## src/rtl/fifo_burst_reader.sv

```systemverilog
// fifo_burst_reader
//   Drains a show-ahead fifo and emits exactly LEN+1 beats per command on a
//   registered valid/ready/last stream. The reader stalls while the fifo is
//   empty or while the sink applies backpressure. BUSY stays high for the
//   whole command, and DONE pulses once when the sink accepts the final beat.
//
// Parameters
//   width     data width (must match the attached fifo)
//   widthlen  width of LEN; a burst is 1 .. 2**widthlen beats
//
// Ports
//   CLK, RST               clock and synchronous active-high reset
//   START, LEN             command strobe and beat count minus one
//   BUSY, DONE             command in progress / one-cycle completion pulse
//   FIFO_Q, FIFO_EMPTY     fifo head word and empty flag
//   FIFO_RD                pop strobe (combinational)
//   OUT_DATA/VALID/LAST    registered stream outputs
//   OUT_READY              sink ready
module fifo_burst_reader #(
  parameter int width    = 32,
  parameter int widthlen = 8
) (
  input  logic                CLK,
  input  logic                RST,
  input  logic                START,
  input  logic [widthlen-1:0] LEN,
  output logic                BUSY,
  output logic                DONE,
  input  logic [width-1:0]    FIFO_Q,
  input  logic                FIFO_EMPTY,
  output logic                FIFO_RD,
  output logic [width-1:0]    OUT_DATA,
  output logic                OUT_VALID,
  output logic                OUT_LAST,
  input  logic                OUT_READY
);

  // One extra bit so that LEN = 2**widthlen-1 gives REM = 2**widthlen without wrapping.
  localparam int RW = widthlen + 1;

  localparam logic [1:0] ST_IDLE  = 2'd0;
  localparam logic [1:0] ST_RUN   = 2'd1;
  localparam logic [1:0] ST_FLUSH = 2'd2;

  logic [1:0]       state_q, state_d;
  logic [RW-1:0]    rem_q, rem_d;
  logic [width-1:0] data_q, data_d;
  logic             valid_q, valid_d;
  logic             last_q, last_d;
  logic             done_q, done_d;
  logic             load;
  logic             xfer;

  // The output slot can take a new word when it is empty, or when it is
  // draining during this same cycle.
  assign xfer = valid_q && OUT_READY;
  assign load = (state_q == ST_RUN) && !FIFO_EMPTY && (rem_q != '0) &&
                (!valid_q || OUT_READY);

  always_comb begin
    state_d = state_q;
    rem_d   = rem_q;
    data_d  = data_q;
    valid_d = valid_q;
    last_d  = last_q;
    done_d  = 1'b0;
    case (state_q)
      ST_IDLE: begin
        if (START) begin
          rem_d   = RW'(LEN) + RW'(1);
          state_d = ST_RUN;
        end
      end
      ST_RUN: begin
        if (load) begin
          data_d  = FIFO_Q;
          valid_d = 1'b1;
          rem_d   = rem_q - RW'(1);
          last_d  = (rem_q == RW'(1));
          // Final word is in the output register; only its hand-off remains.
          if (rem_q == RW'(1)) begin
            state_d = ST_FLUSH;
          end
        end else if (xfer) begin
          valid_d = 1'b0;
          last_d  = 1'b0;
        end
      end
      ST_FLUSH: begin
        if (xfer) begin
          valid_d = 1'b0;
          last_d  = 1'b0;
          done_d  = 1'b1;
          state_d = ST_IDLE;
        end
      end
      default: begin
        state_d = ST_IDLE;
      end
    endcase
  end

  always_ff @(posedge CLK) begin
    if (RST) begin
      state_q <= ST_IDLE;
      rem_q   <= '0;
      data_q  <= '0;
      valid_q <= 1'b0;
      last_q  <= 1'b0;
      done_q  <= 1'b0;
    end else begin
      state_q <= state_d;
      rem_q   <= rem_d;
      data_q  <= data_d;
      valid_q <= valid_d;
      last_q  <= last_d;
      done_q  <= done_d;
    end
  end

  assign FIFO_RD   = load;
  assign BUSY      = (state_q != ST_IDLE);
  assign DONE      = done_q;
  assign OUT_DATA  = data_q;
  assign OUT_VALID = valid_q;
  assign OUT_LAST  = last_q;

endmodule

```

## config.mk

```make
export PLATFORM = sky130hd
export DESIGN_NAME = fifo_burst_reader
export DESIGN_NICKNAME = d
export VERILOG_FILES = /design/src/rtl/fifo_burst_reader.sv
export SDC_FILE = /design/constraint.sdc
export NUM_CORES = 1
export LEC_CHECK = 0
export BUFFER_PORTS_ARGS = -buffer_cell sky130_fd_sc_hd__buf_2
export CAP_MARGIN = 20
export CORE_MARGIN = 5
export CORE_UTILIZATION = 34
export DETAILED_ROUTE_END_ITERATION = 10
export GPL_TIMING_DRIVEN = 1
export HOLD_SLACK_MARGIN = 0.03
export PLACE_DENSITY_LB_ADDON = 0.3
export SLEW_MARGIN = 25
export SYNTH_ARGS = -nofsm -noshare
export SYNTH_HDL_FRONTEND = slang
export SYNTH_SLANG_ARGS = --single-unit
```

## constraint.sdc

```tcl
create_clock -name CLK -period 1.9 [get_ports CLK]
set_input_delay 0.19 -clock CLK [delete_from_list [all_inputs] [get_ports CLK]]
set_output_delay 0.19 -clock CLK [all_outputs]
set_load 0.005 [all_outputs]
```

==> metrics <==
Layout area overhead=54.1%; Ys Warns=0; RSZ-0062 raised after global routing=true; Worst R2R End=OUT_DATA[30]$_SDFFE_PP0P_; HPWL after DPL=3.98 mm; Final Hold Viols=0; Final Cell Area=3390 sq um; type of origin of the critical path=register; H-Tree Level Count=2; DRT iter0 DRCs=50; routability cong.=0.740; largest net degree at the start of global routing=33; Hold Crit Class=input port to register; Setup violations, final=45; Buf+Inv Stages, Crit Path=3; clock-pin slew on the worst setup and hold paths=90 ps; CTS Buf Count=5; Final Slew Violations=0; Pre-Repair DR Iteration Count=4; DRC=0; IO Count=82; Reg2Reg Depth=8; vias in the first global route=1971; Clock Sinks=46; flop2flop setup slack=-200 ps; layout cell share with drive strength beyond 1=52.4%; WP data arrival=2280 ps; Die X=90.4 um; CTS Hold Bufs=0; WP depth=8; CP max-delay cell=or4_4; Worst Hold Path EP=OUT_DATA[4]$_SDFFE_PP0P_; post-route clock period utilization=111%; Row Count=29; critical path type=register to register; worst-path cell chain=or4_4 -> or4_4 -> nand2_8 -> buf_8 -> buf_12 -> clkinv_8 -> nand2_1 -> a21oi_1; Post-synth EDFFs=0; Slew Limit Headroom=70.2%; initial antenna violation count=0; commonest cells after routing, fill and taps aside=buf_2, nand2_1, dfxtp_1; CTS Root Buffer Type=clkbuf_8; FFs w/ async S/R, synth=0%; Worst R2R Start=rem_q[7]$_SDFFE_PP0P_; antenna viol nets, final=0; CP dominant cell by count=or4_4; Fin Hold WS=110 ps; clk buf depth=2; vias post-DR=2198; Final nets=430; Max IR drop VDD=646 uV; number of I/O port buffers=81; Mapped Cells=270; Clock Latency Late Sink=300 ps; GRT Util Overall=13.3%; Lkg Pwr=1.51 nW; final setup slack of the worst path=-204 ps; syn avg cell area=8.14 sq um; syn_nets=323; Worst Tran Pin Value=446 ps; Core Box Area=6310 sq um; violated checks=setup timing; final setup TNS=-6210 ps; first-pass GRT wire length=9.22 mm; Seq cells post-synth=46; Fillers=599; final WL=6.16 mm; overflow left after global routing=0; CP required=2070 ps; placed instance area=2750 sq um; Seq/Total Area, Yosys=41.9%; Period minus WS final=2100 ps; Max Clock Skew=10.2 ps; Yosys cell types=45; CTS tree=built; Worst path top cell family by delay=simple AND/OR/NAND/NOR gates; synthesized area=2200 sq um; FMAX=0.475 GHz; commonest non-fill, non-tap cell in the layout=buf_2; Worst setup EP type=register; Worst Hold Path Cells=3; Max Cap Violations=0; min-delay src=FIFO_Q[4]; status=complete, but fails checks; slowest cell delay on critical path=520 ps; PwrDens=1440 nW/um^2; Die H=90.4 um; Vias/cell=4.83; ANT cells=0; DIE AREA=8170 sq um; CP max FO=8; Top FF cell, synth=dfxtp_1; Initial Utilization=34.8%; WL per Instance=13.5 um
[cells in the mapped netlist, drive strengths merged, types with 2 or more instances]
master	instances	area share, %
nor2b	6	1.7
inv	8	1.4
or4	3	1.4
xnor2	3	1.2
a21oi	40	9.3
mux2i	3	1.4
nor2	5	0.85
xor2	5	2.0
o22ai	2	0.57
ha	8	4.6
nor3b	2	0.68
buf	8	3.8
clkbuf	6	1.0
dfxtp	46	42
nand2	84	15
nand3	4	0.91
nor3	5	1.1
o211ai	4	2.0
o21a	2	0.68
o21ai	9	2.4
[final cells by class]
cell class | instances | area, sq um | area share [%]
clock buffers | 5 | 68.8 | 2.03
clock inverters | 3 | 43.8 | 1.29
inverters | 9 | 46.3 | 1.37
multi-input cells | 201 | 1420 | 42.0
flip-flops and latches | 46 | 923 | 27.3
well taps | 77 | 96.3 | 2.84
repair buffers | 111 | 742 | 21.9
repair inverters | 3 | 43.8 | 1.29
[registers in the layout, summed over array words and instances (netlist names)]
| signal | count |
|---|---|
| rem_q | 9 |
| DONE | 1 |
| OUT_VALID | 1 |
| OUT_LAST | 1 |
| state_q | 2 |
| OUT_DATA | 32 |
[through the flow]
stage,worst slack [ps],util [%],std cells,power [mW]
floorplan,-42.9,-,270,2.80
global placement,-210,43.5,433,3.38
detailed placement,-230,43.5,433,3.40
CTS,-270,47.1,449,4.38
global route,-243,53.7,455,5.24
finish,-204,53.7,455,4.89
[report_power, final]
group          internal (mW)  switching [mW]
Combinational           1.38            1.43
Clock                  0.395           0.345
Sequential              1.18           0.156
[cells by family (layout without fill, tap and decap cells)]
| kind of cell | Yosys count | in the layout | synth area share (%) |
|---|---|---|---|
| simple gates | 117 | 117 | 24.0 |
| compound gates | 65 | 65 | 18.6 |
| flops | 46 | 46 | 41.9 |
| buf+inv | 23 | 131 | 6.37 |
| fa+ha+maj | 8 | 8 | 4.55 |
| xor+xnor | 8 | 8 | 3.19 |
| mux | 3 | 3 | 1.37 |
[routing by layer]
layer  GRT usage [%]  wire length (um)  share of wire (%)
met1            17.4              2910                 47
met2            20.7              2750                 45
met3            4.50               442                7.2
met4            3.97                60               0.97
met5               0                 0                  0
[what timing repair did]
item,CTS,global route
pin swaps,11,39
resized for setup,14,87
setup buffers,7,1
setup endpoints to repair,45,45
cloned,1,5
[worst register-to-register path, stage by stage (launching register included)]
cell,delay (ps)
dfxtp_2,330
or4_4,520
or4_4,500
nand2_8,120
buf_8,140
buf_12,150
clkinv_8,90
nand2_1,80
a21oi_1,50
[how the worst max path moves through the flow]
stage / slack, ps / start / endpoint
after global routing: -240 / rem_q[7]$_SDFFE_PP0P_ / OUT_DATA[30]$_SDFFE_PP0P_
after CTS: -270 / rem_q[7]$_SDFFE_PP0P_ / FIFO_RD
after detailed placement: -230 / rem_q[4]$_SDFFE_PP0P_ / rem_q[7]$_SDFFE_PP0P_
after floorplan: -40 / rem_q[4]$_SDFFE_PP0P_ / rem_q[1]$_SDFFE_PP0P_
after global placement: -210 / rem_q[4]$_SDFFE_PP0P_ / rem_q[7]$_SDFFE_PP0P_
final: -200 / rem_q[7]$_SDFFE_PP0P_ / OUT_DATA[30]$_SDFFE_PP0P_
Power figures use the tool's default switching activity.
